$ cat src/rtl/mult_unit.sv
// Iterative radix-2 shift-add multiplier for MIPS mult/multu.
// Owns the HI/LO registers and runs one operation at a time with a fixed latency.
module mult_unit #(
    parameter int WIDTH = 32
) (
    input  logic             clk,
    input  logic             reset_n,
    input  logic             start,
    input  logic             is_signed,
    input  logic [WIDTH-1:0] srca,
    input  logic [WIDTH-1:0] srcb,
    input  logic             flush,
    output logic             busy,
    output logic             prod_valid,
    output logic [WIDTH-1:0] hi,
    output logic [WIDTH-1:0] lo
);

    localparam int CW = (WIDTH > 2) ? $clog2(WIDTH) : 1;
    localparam int PW = 2 * WIDTH;
    localparam int AW = PW + 1;

    localparam logic [CW-1:0]    LAST_COUNT = CW'(WIDTH - 1);
    localparam logic [CW-1:0]    COUNT_ONE  = CW'(1);
    localparam logic [WIDTH-1:0] ONE_W      = WIDTH'(1);
    localparam logic [PW-1:0]    ONE_P      = PW'(1);

    typedef enum logic [1:0] {
        S_IDLE = 2'd0,
        S_RUN  = 2'd1,
        S_FIX  = 2'd2,
        S_DONE = 2'd3
    } state_t;

    state_t            state_r;
    state_t            next_state_s;
    logic [CW-1:0]     count_r;
    logic [AW-1:0]     acc_r;
    logic [WIDTH-1:0]  mcand_r;
    logic              neg_r;
    logic [WIDTH-1:0]  hi_r;
    logic [WIDTH-1:0]  lo_r;
    logic              busy_r;
    logic              prod_valid_r;

    logic              busy_next_s;
    logic              prod_valid_next_s;
    logic              load_s;
    logic [WIDTH-1:0]  mag_a_s;
    logic [WIDTH-1:0]  mag_b_s;
    logic [WIDTH:0]    add_s;
    logic [AW-1:0]     partial_s;
    logic [AW-1:0]     acc_step_s;
    logic [PW-1:0]     product_s;

    // Two's-complement magnitude; the most negative value maps onto itself as an unsigned number.
    function automatic logic [WIDTH-1:0] magnitude(input logic [WIDTH-1:0] v);
        logic [WIDTH-1:0] m;
        if (v[WIDTH-1]) begin
            m = ~v + ONE_W;
        end else begin
            m = v;
        end
        return m;
    endfunction

    // State register.
    always_ff @(posedge clk or negedge reset_n) begin
        if (!reset_n) begin
            state_r <= S_IDLE;
        end else begin
            state_r <= next_state_s;
        end
    end

    // Next-state logic; flush in IDLE also masks a simultaneous start.
    always_comb begin
        next_state_s = S_IDLE;
        case (state_r)
            S_IDLE: begin
                if (start && !flush) begin
                    next_state_s = S_RUN;
                end else begin
                    next_state_s = S_IDLE;
                end
            end
            S_RUN: begin
                if (flush) begin
                    next_state_s = S_IDLE;
                end else if (count_r == LAST_COUNT) begin
                    next_state_s = S_FIX;
                end else begin
                    next_state_s = S_RUN;
                end
            end
            S_FIX: begin
                if (flush) begin
                    next_state_s = S_IDLE;
                end else begin
                    next_state_s = S_DONE;
                end
            end
            S_DONE:  next_state_s = S_IDLE;
            default: next_state_s = S_IDLE;
        endcase
    end

    // Output decode from the next state so busy/prod_valid come straight from flops.
    always_comb begin
        busy_next_s       = 1'b0;
        prod_valid_next_s = 1'b0;
        case (next_state_s)
            S_IDLE: begin
                busy_next_s       = 1'b0;
                prod_valid_next_s = 1'b0;
            end
            S_RUN, S_FIX: begin
                busy_next_s       = 1'b1;
                prod_valid_next_s = 1'b0;
            end
            S_DONE: begin
                busy_next_s       = 1'b1;
                prod_valid_next_s = 1'b1;
            end
            default: begin
                busy_next_s       = 1'b0;
                prod_valid_next_s = 1'b0;
            end
        endcase
    end

    // Status output registers.
    always_ff @(posedge clk or negedge reset_n) begin
        if (!reset_n) begin
            busy_r       <= 1'b0;
            prod_valid_r <= 1'b0;
        end else begin
            busy_r       <= busy_next_s;
            prod_valid_r <= prod_valid_next_s;
        end
    end

    // Operand conditioning and one shift-add step.
    always_comb begin
        load_s  = (state_r == S_IDLE) && start && !flush;
        mag_a_s = is_signed ? magnitude(srca) : srca;
        mag_b_s = is_signed ? magnitude(srcb) : srcb;
        add_s   = acc_r[AW-1:WIDTH] + {1'b0, mcand_r};
        if (acc_r[0]) begin
            partial_s = {add_s, acc_r[WIDTH-1:0]};
        end else begin
            partial_s = acc_r;
        end
        acc_step_s = {1'b0, partial_s[AW-1:1]};
        if (neg_r) begin
            product_s = ~acc_r[PW-1:0] + ONE_P;
        end else begin
            product_s = acc_r[PW-1:0];
        end
    end

    // Iteration datapath: operand load in IDLE, one iteration per RUN cycle.
    always_ff @(posedge clk or negedge reset_n) begin
        if (!reset_n) begin
            count_r <= {CW{1'b0}};
            acc_r   <= {AW{1'b0}};
            mcand_r <= {WIDTH{1'b0}};
            neg_r   <= 1'b0;
        end else begin
            case (state_r)
                S_IDLE: begin
                    if (load_s) begin
                        count_r <= {CW{1'b0}};
                        acc_r   <= {1'b0, {WIDTH{1'b0}}, mag_b_s};
                        mcand_r <= mag_a_s;
                        neg_r   <= is_signed & (srca[WIDTH-1] ^ srcb[WIDTH-1]);
                    end else begin
                        count_r <= count_r;
                        acc_r   <= acc_r;
                        mcand_r <= mcand_r;
                        neg_r   <= neg_r;
                    end
                end
                S_RUN: begin
                    count_r <= count_r + COUNT_ONE;
                    acc_r   <= acc_step_s;
                end
                default: begin
                    count_r <= count_r;
                    acc_r   <= acc_r;
                end
            endcase
        end
    end

    // HI/LO commit, only on a FIX cycle that is not being flushed.
    always_ff @(posedge clk or negedge reset_n) begin
        if (!reset_n) begin
            hi_r <= {WIDTH{1'b0}};
            lo_r <= {WIDTH{1'b0}};
        end else if ((state_r == S_FIX) && !flush) begin
            hi_r <= product_s[PW-1:WIDTH];
            lo_r <= product_s[WIDTH-1:0];
        end else begin
            hi_r <= hi_r;
            lo_r <= lo_r;
        end
    end

    assign busy       = busy_r;
    assign prod_valid = prod_valid_r;
    assign hi         = hi_r;
    assign lo         = lo_r;

endmodule
$ cat config.mk
export PLATFORM = sky130hd
export DESIGN_NAME = mult_unit
export DESIGN_NICKNAME = d
export VERILOG_FILES = /design/src/rtl/mult_unit.sv
export SDC_FILE = /design/constraint.sdc
export NUM_CORES = 1
export LEC_CHECK = 0
export ABC_CLOCK_PERIOD_IN_PS = 3300
export BUFFER_PORTS_ARGS = -buffer_cell sky130_fd_sc_hd__buf_4
export CORE_UTILIZATION = 53
export CTS_CLUSTER_SIZE = 28
export DETAILED_ROUTE_END_ITERATION = 12
export GPL_ROUTABILITY_DRIVEN = 0
export PLACE_DENSITY = 0.77
export SLEW_MARGIN = 5
export SYNTH_ARGS = -nofsm -noshare
export SYNTH_HDL_FRONTEND = slang
export SYNTH_SLANG_ARGS = --single-unit
$ cat constraint.sdc
create_clock -name clk -period 3.3 [get_ports clk]
set_input_delay 0.66 -clock clk [delete_from_list [all_inputs] [get_ports clk]]
set_output_delay 0.66 -clock clk [all_outputs]
set_load 0.005 [all_outputs]
==> impl_metrics.ini, run 1 <==
[run_status]
outcome = finished, violations left
violations = negative setup slack

[clocking]
cts.path.max_buffers = 2
cts_root_buf = clkbuf_16
cts_buffers = 17
cts_tree = done
clkTransAtPathRegs_ns = 0.07
h-tree-depth = 4
clk_latency_ns = 0.43
clock-sinks = 170

[placed_design]
hpwl_mm = 20.4
port_buffers = 134
place_area_mm2 = 0.0122
placed_cells = 1614

[setup_path]
crit_top_cell = or3_4
path_class = register to register
rr_worst_depth = 9
endpoint_kind = register
slowest_stage = or4_4
cp_num_cells = 9
critPathBufInv = 0
crit_family = simple AND/OR/NAND/NOR gates
r2r-start = acc_r[12]
critPathMaxFanout = 7
cp_cell_sequence = or4_4, or3_4, or3_4, nand2b_4, or3_4, or4_4, o31ai_4, xor2_1, o21ai_1
startpoint = acc_r[12]
worstPathRequired_ns = 3.60
slowest_delay_ns = 0.54
startpoint_type = register
cp.arrival_ns = 3.61

[timing]
tightest_slew_ns = 1.02
rsz0062_at_grt = true
finClkSkew_ns = 0.00767
whs_ns = 0.130
slew_violations = 0
setup_viol = 1
fmax_ghz = 0.302
finalHoldViolations = 0
setup_tns_ns = -0.00694
post-route-period-util_pct = 100
fin_crit_ns = 3.31
setup_slack_ns = -0.00694
relSlewSlack_pct = 31.9

[cells_and_area]
area_growth_pct = 20.0
drive_above_1_share_pct = 17.3
post-route-util_pct = 65.6
fill_cells = 1630
final_cell_mix = o21ai_0, buf_4, nand2_1
instances_no_fill = 1647
antennaDiodeCount = 0
final_area_mm2 = 0.0129
final_common_cell = o21ai_0
finish.net_count = 1476

[drt]
viasPerCell = 5.84
vias = 9618
routed_wl_mm = 27.4
wl_per_cell_um = 16.6
drtAntennaViolNets = 0
dr.pass1.iters = 5
drc = 0
dr.first_iter.drc_count = 849

[logic_synthesis]
ys.flop_type = dfrtp_1
ys_seq_area_share_pct = 39.6
syn_inst = 1236
synth-edff-count = 0
ys_ff_latch = 170
synth_area_leader_cell = dfrtp_1
async_flop_share_pct = 100
ys_warn_count = 0
synth_nets = 1343
syn_avg_cell_area_um2 = 8.70
synth.top_cell.area_share_pct = 39.6
netlist_area_mm2 = 0.0108
synth_cell_type_count = 57
synthTopCellsByArea = dfrtp_1, o21ai_0, xor2_1, nand2_1, ha_1

[global_routing]
grt_pass1_vias = 8735
grt_max_degree = 84
overflow = 0
grt_antenna_before_repair = 0
grt_pass1_wl_mm = 44.5
grt_usage_pct = 27.5

[floorplan]
fp.dieArea_mm2 = 0.0209
pin_count = 135
rows = 51
initial_utilization_pct = 54.7
die_w_um = 144
die_y_um = 144
design.core.area_mm2 = 0.0197

[pwr]
p_leak_nw = 5.89
peakVddDrop_mv = 0.458
power_density_mw_per_mm2 = 664

[run]
max_cap_violations = 0

[hold_path]
hp-class = input pin to async pin
## synthesized netlist by cell type (3+ instances only)
cell type,instances
o21ai_0,211
nand2_1,179
dfrtp_1,170
xor2_1,112
clkbuf_1,61
a21oi_1,52
nor2_1,42
ha_1,37
xnor2_1,37
a22oi_1,36
o31ai_1,32
nand3_1,26
a21o_1,23
or3_1,20
nor3_1,18
nand2b_1,17
inv_1,16
mux2i_1,15
nand4_1,12
o41ai_1,11
or4_1,10
nor4_1,9
nor2b_1,8
buf_1,7
a31oi_1,6
a32oi_1,6
or2_2,6
and3_1,5
o211ai_1,5
o21ai_1,5
and2_1,3
o41ai_2,3
or3_4,3
## timing repair
action / CTS / global route
pin swaps: 3 / 1
hold buffers: 0 / 0
gates resized for setup: 1 / 2
endpoints found under the setup margin: 6 / 7
cloned: 0 / 0
buffers inserted: 0 / 1
## flip-flops by register name, summed over array words and instances (netlist names)
signal / flops
prod_valid: 1
hi: 32
mcand_r: 32
acc_r: 64
neg_r: 1
count_r: 5
lo: 32
state_r: 2
busy: 1
## worst register-to-register path: cells and delay by family (launching register included)
family	cells	cell delay (ns)
AND/OR/NAND/NOR	6	2.27
flip-flops	1	0.38
AO/OA/AOI/OAI	2	0.35
XOR/XNOR	1	0.19
## final timing paths
| kind | endpoint | slack, ns |
|---|---|---|
| worst max-delay path | hi[25] | -0.007 |
| worst min-delay path | acc_r[13] | 0.13 |
| worst max register to register | hi[25] | -0.007 |
| worst min register to register | lo[16] | 0.48 |
| max in group asynchronous | hi[17] | 2.34 |
| min in group clk | busy | 0.41 |
## report_power, final
| group | internal, mW | leakage [nW] | total, mW | switching (mW) |
|---|---|---|---|---|
| Combinational | 1.44 | 3.45 | 3.41 | 1.97 |
| Sequential | 2.48 | 2.13 | 3.02 | 0.532 |
| Clock | 1.23 | 0.312 | 2.14 | 0.913 |
| Total | 5.15 | 5.89 | 8.56 | 3.41 |
## logic make-up (layout without fill, tap and decap cells)
logic type                 after synthesis  in the layout  share of synthesized area (%)
AOI/OAI and AO/OA                      410            410                           22.9
and+or+nand+nor                        369            369                           16.4
DFF                                    170            170                           39.6
xor gates and xnor gates               149            149                           12.1
buffers and inverters                   85            231                           3.04
adders and majority gates               38             38                           4.49
muxes                                   15             15                           1.40
## per-stage QoR
step,power (mW),setup slack [ns]
global route,9.11,-0.112
floorplan,5.16,-0.0397
global placement,6.27,-0.00226
detailed placement,6.35,-0.0789
CTS,8.52,0.00674
finish,8.56,-0.00694
## area by class of cell
cell class                      count  area (µm²)  area share (%)
Multi-Input combinational cell    981        6210            48.2
Timing Repair Buffer              183        1400            10.9
Clock inverter                     15         211            1.64
Tap cell                          265         332            2.57
Sequential cell                   170        4260            33.0
Inverter                           16        60.1           0.466
Clock buffer                       17         425            3.30
## per-layer routing
| layer | global-route usage, % | wire length [µm] | vias up |
|---|---|---|---|
| met3 | 3.94 | 1820 | 28 |
| met2 | 41.7 | 12000 | 357 |
| met5 | 0 | 0 | - |
| met4 | 7.26 | 320 | 0 |
| met1 | 40.8 | 13200 | 4504 |
| li1 | - | - | 4729 |
Note: power is estimated with default switching activity, not from simulation.
==> inputs of run 2 (changes only) <==
--- a/config.mk
+++ b/config.mk
@@ -5,13 +5,14 @@
 export SDC_FILE = /design/constraint.sdc
 export NUM_CORES = 1
 export LEC_CHECK = 0
-export ABC_CLOCK_PERIOD_IN_PS = 3300
+export ABC_CLOCK_PERIOD_IN_PS = 2730
 export BUFFER_PORTS_ARGS = -buffer_cell sky130_fd_sc_hd__buf_4
 export CORE_UTILIZATION = 53
 export CTS_CLUSTER_SIZE = 28
 export DETAILED_ROUTE_END_ITERATION = 12
 export GPL_ROUTABILITY_DRIVEN = 0
 export PLACE_DENSITY = 0.77
+export SKIP_CTS_REPAIR_TIMING = 1
 export SLEW_MARGIN = 5
 export SYNTH_ARGS = -nofsm -noshare
 export SYNTH_HDL_FRONTEND = slang
==> constraint.sdc (replaced) <==
create_clock -name clk -period 2.73 [get_ports clk]
set_input_delay 0.1365 -clock clk [delete_from_list [all_inputs] [get_ports clk]]
set_output_delay 0.1365 -clock clk [all_outputs]
set_load 0.005 [all_outputs]
==> impl_metrics.ini, run 2 (synthesized netlist as in run 1, its figures left out) <==
[floorplan]
rows = 51
design.core.area_mm2 = 0.0197
initial_utilization_pct = 54.7
die_y_um = 144
pin_count = 135
die_w_um = 144
fp.dieArea_mm2 = 0.0209

[setup_path]
crit_top_cell = or3_4
slowest_delay_ns = 0.62
worstPathRequired_ns = 3.02
slowest_stage = or4_4
endpoint_kind = register
cp.arrival_ns = 3.79
cp_cell_sequence = or4_4, or3_4, or3_4, nand2b_4, or3_4, or4_4, o21ai_0, xor2_1, o21ai_0
critPathMaxFanout = 7
startpoint_type = register
path_class = register to register

[timing]
finalHoldViolations = 2
whs_ns = -0.00343
setup_viol = 27
slew_violations = 0
tightest_slew_ns = 0.908
rsz0062_at_grt = true
setup_slack_ns = -0.770
fmax_ghz = 0.286
fin_crit_ns = 3.50
post-route-period-util_pct = 128
relSlewSlack_pct = 39.4
finClkSkew_ns = 0.00666

[drt]
route.met3.wl_mm = 2.03
wl_met2_mm = 13.6
dr.first_iter.drc_count = 981
wl_per_cell_um = 17.5
wl_met1_mm = 14.1
drtAntennaViolNets = 0
vias = 10200
dr.pass1.iters = 6
viasPerCell = 5.88
top_layer = met4
drc = 0
routed_wl_mm = 30.3

[clocking]
clock-sinks = 170
cts_root_buf = clkbuf_16
clk_latency_ns = 0.44
cts.path.max_buffers = 2
cts_buffers = 17
cts_tree = done
clkTransAtPathRegs_ns = 0.07
h-tree-depth = 4

[run_status]
violations = negative hold slack, negative setup slack
outcome = finished, violations left

[cells_and_area]
largest_register_ffs = 64
post-route-util_pct = 70.9
area_growth_pct = 29.5
final_area_mm2 = 0.0139
instances_no_fill = 1733
final_cell_mix = buf_4, o21ai_0, nand2_1
drive_above_1_share_pct = 25.4
final_common_cell = buf_4
finish.net_count = 1562
top_register = acc_r
antennaDiodeCount = 0
fill_cells = 1521

[pwr]
power_density_mw_per_mm2 = 815
p_leak_nw = 6.36
fin_total_pwr_mw = 11.4
peakVddDrop_mv = 0.502

[global_routing]
grt_max_degree = 63
overflow = 0
grt_pass1_wl_mm = 46.5
grt_antenna_before_repair = 0
grt_usage_pct = 28.6
grt_pass1_vias = 9245

[run]
max_cap_violations = 0

[hold_path]
hp-class = input pin to register

[placed_design]
port_buffers = 134
hpwl_mm = 21.8
placed_cells = 1687
place_area_mm2 = 0.0128
-- run 2: changes by cell type in the layout (fill, tap and decap cells not counted), moves of 5 or more --
cell	previous run	this run
o21ai_1	6	21
o21ai_2	0	9
o21ai_0	210	186
o31ai_4	1	6
o41ai_1	11	6
o31ai_1	30	21
dlygate4sd3_1	0	5
a21oi_1	52	47
buf_4	180	256
-- run 2: final timing paths --
check / slack [ns] / endpoint / depth (start not counted) / start
min in group asynchronous: 0.22 / acc_r[7] / 2 / reset_n
max reg2reg: -0.77 / hi[17] / 9 / acc_r[12]
min: -0.003 / mcand_r[31] / 3 / srca[31]
max: -0.77 / hi[17] / 9 / acc_r[12]
min reg2reg: 0.48 / lo[1] / 2 / lo[1]
max in group asynchronous: 1.70 / hi[29] / 3 / reset_n
-- run 2: through the flow --
step           setup slack, ns  TNS (ns)
2_1_floorplan           -0.610     -4.89
3_3_place_gp            -0.607     -6.84
3_5_place_dp            -0.682     -8.82
4_1_cts                 -0.684     -9.58
5_1_grt                 -0.815     -9.54
6_report                -0.770     -7.39
-- run 2: report_power, final --
group	total, mW	internal [mW]	switching (mW)	leakage [nW]
Combinational	5.28	2.31	2.97	3.94
Sequential	3.56	3.00	0.553	2.12
Clock	2.52	1.39	1.12	0.295
Total	11.4	6.71	4.65	6.36
-- run 2: worst max-delay path, delay by kind of cell (launching register included) --
| kind | cells | cell delay (ns) |
|---|---|---|
| AO/OA/AOI/OAI | 2 | 0.42 |
| flip-flops | 1 | 0.38 |
| XOR/XNOR | 1 | 0.18 |
| AND/OR/NAND/NOR | 6 | 2.37 |
-- run 2: metal layers --
metal / vias to the layer above / track usage, %
met3: 45 / 3.64
li1: 4881 / -
met2: 427 / 43.6
met4: 0 / 8.86
met5: - / 0
met1: 4840 / 42.1
-- run 2: area by class of cell --
cell class              instances  area [µm²]  share of cell area [%]
flip-flops and latches        170        4260                    30.6
clock inverters                14         179                    1.28
well taps                     265         332                    2.38
repair buffers                269        2090                    15.0
inverters                      16        60.1                   0.431
multi-input cells             981        6580                    47.3
clock buffers                  18         429                    3.08
==> inputs of run 3 (changes only) <==
--- a/config.mk
+++ b/config.mk
@@ -5,7 +5,7 @@
 export SDC_FILE = /design/constraint.sdc
 export NUM_CORES = 1
 export LEC_CHECK = 0
-export ABC_CLOCK_PERIOD_IN_PS = 2730
+export ABC_CLOCK_PERIOD_IN_PS = 3060
 export BUFFER_PORTS_ARGS = -buffer_cell sky130_fd_sc_hd__buf_4
 export CORE_UTILIZATION = 53
 export CTS_CLUSTER_SIZE = 28
==> constraint.sdc (replaced) <==
create_clock -name clk -period 3.06 [get_ports clk]
set_input_delay 0.153 -clock clk [delete_from_list [all_inputs] [get_ports clk]]
set_output_delay 0.153 -clock clk [all_outputs]
set_load 0.005 [all_outputs]
==> impl_metrics.ini, run 3 (synthesized netlist as in run 1, its figures left out) <==
[timing]
slew_violations = 0
fmax_ghz = 0.301
tightest_slew_ns = 0.729
setup_slack_ns = -0.265
setup_viol = 7
fin_crit_ns = 3.33
post-route-period-util_pct = 109
rsz0062_at_grt = true
relSlewSlack_pct = 51.4
finalHoldViolations = 0
finClkSkew_ns = 0.00835
setup_tns_ns = -1.41

[setup_path]
endpoint_kind = register
r2r_end = hi[25]
worstPathRequired_ns = 3.36
startpoint_type = register
r2r-start = acc_r[12]
critPathMaxFanout = 7
rr_worst_depth = 9
cp.arrival_ns = 3.63
r2r_setup_slack_ns = -0.27
path_class = register to register

[floorplan]
initial_utilization_pct = 54.7
die_w_um = 144
rows = 51
die_y_um = 144
fp.dieArea_mm2 = 0.0209
design.core.area_mm2 = 0.0197
pin_count = 135

[cells_and_area]
largest_register_ffs = 64
antennaDiodeCount = 0
finish.net_count = 1510
final_cell_mix = buf_4, o21ai_0, nand2_1
final_common_cell = buf_4
final_area_mm2 = 0.0132
area_growth_pct = 22.5
drive_above_1_share_pct = 19.3
top_register = acc_r

[clocking]
clk_latency_ns = 0.43
cts_tree = done
cts_buffers = 17
cts_root_buf = clkbuf_16
h-tree-depth = 4
cts.path.max_buffers = 2
clkTransAtPathRegs_ns = 0.07
clock-sinks = 170

[drt]
vias = 9781
drtAntennaViolNets = 0
dr.first_iter.drc_count = 767
drc = 0
wl_per_cell_um = 16.7
routed_wl_mm = 28.0
viasPerCell = 5.82
dr.pass1.iters = 5

[hold_path]
hold_path.startpoint = srca[31]
holdPathStages = 3
hp-class = input pin to register
hold_end = mcand_r[31]

[run_status]
outcome = finished, violations left
violations = negative setup slack

[pwr]
p_leak_nw = 6.04
power_density_mw_per_mm2 = 709
peakVddDrop_mv = 0.442
fin_total_pwr_mw = 9.34

[global_routing]
use_met2_pct = 42.9
use_met1_pct = 41.5
grt_pass1_wl_mm = 45.5
overflow = 0
busiest_layer = met2
grtUsageMet3_pct = 3.94
grt_antenna_before_repair = 0
grt_pass1_vias = 8871
grt_max_degree = 73
grt_usage_pct = 28.1

[placed_design]
hpwl_mm = 21.1
port_buffers = 134
place_area_mm2 = 0.0125
pre_cts_ws_ns = -0.339

[run]
max_cap_violations = 0
## run 3: cell types whose count changed in the layout (fill, tap and decap cells not counted), moves of 5 or more
cell     delta
buf_4      -46
o21ai_2     -9
o31ai_1     +9
o21ai_1    -12
o21ai_0    +21
o31ai_2     -5
o41ai_1     +5
## run 3: final cells by class
class | count | area (µm²)
fill | 1598 | 6480
clock inverter | 14 | 160
tap | 265 | 332
sequential | 170 | 4260
timing repair buffer | 217 | 1680
inverter | 16 | 60.1
multi-input combinational | 981 | 6260
clock buffer | 17 | 425
## run 3: per-stage QoR
stage / hold slack [ns] / instances / utilization, %
global placement: 0.201 / 1645 / 63.5
global route: 0.0182 / 1680 / 67.0
CTS: -0.262 / 1676 / 66.5
finish: 0.00808 / 1680 / 67.0
floorplan: -0.143 / 1236 / -
detailed placement: 0.204 / 1645 / 63.5
## run 3: metal layers
metal  routed length, µm  vias up
met2               12300      329
met3                1880       36
met4                 421        0
met1               13400     4639
li1                    -     4777
met5                   0        -
## run 3: report_power, final
part	switching [mW]	total (mW)	leakage, nW	internal [mW]
Clock	0.956	2.17	0.291	1.22
Combinational	2.28	3.97	3.62	1.69
Sequential	0.516	3.19	2.13	2.68
Total	3.75	9.34	6.04	5.58
## run 3: critical path: stages (launching register included)
cell	delay (ns)
dfrtp_1	0.37
or4_4	0.54
or3_4	0.34
or3_4	0.38
nand2b_4	0.15
or3_4	0.33
or4_4	0.55
o31ai_4	0.23
xor2_1	0.22
o21ai_1	0.08
## run 3: worst max path at each step
| stage | startpoint | end | slack (ns) | cells after the start |
|---|---|---|---|---|
| 2_1_floorplan | acc_r[12] | hi[25] | -0.28 | 10 |
| 3_3_place_gp | acc_r[4] | hi[25] | -0.26 | 9 |
| 3_5_place_dp | acc_r[4] | hi[29] | -0.34 | 9 |
| 4_1_cts | acc_r[4] | hi[29] | -0.35 | 9 |
| 5_1_grt | acc_r[4] | hi[25] | -0.33 | 9 |
| 6_report | acc_r[12] | hi[25] | -0.27 | 9 |
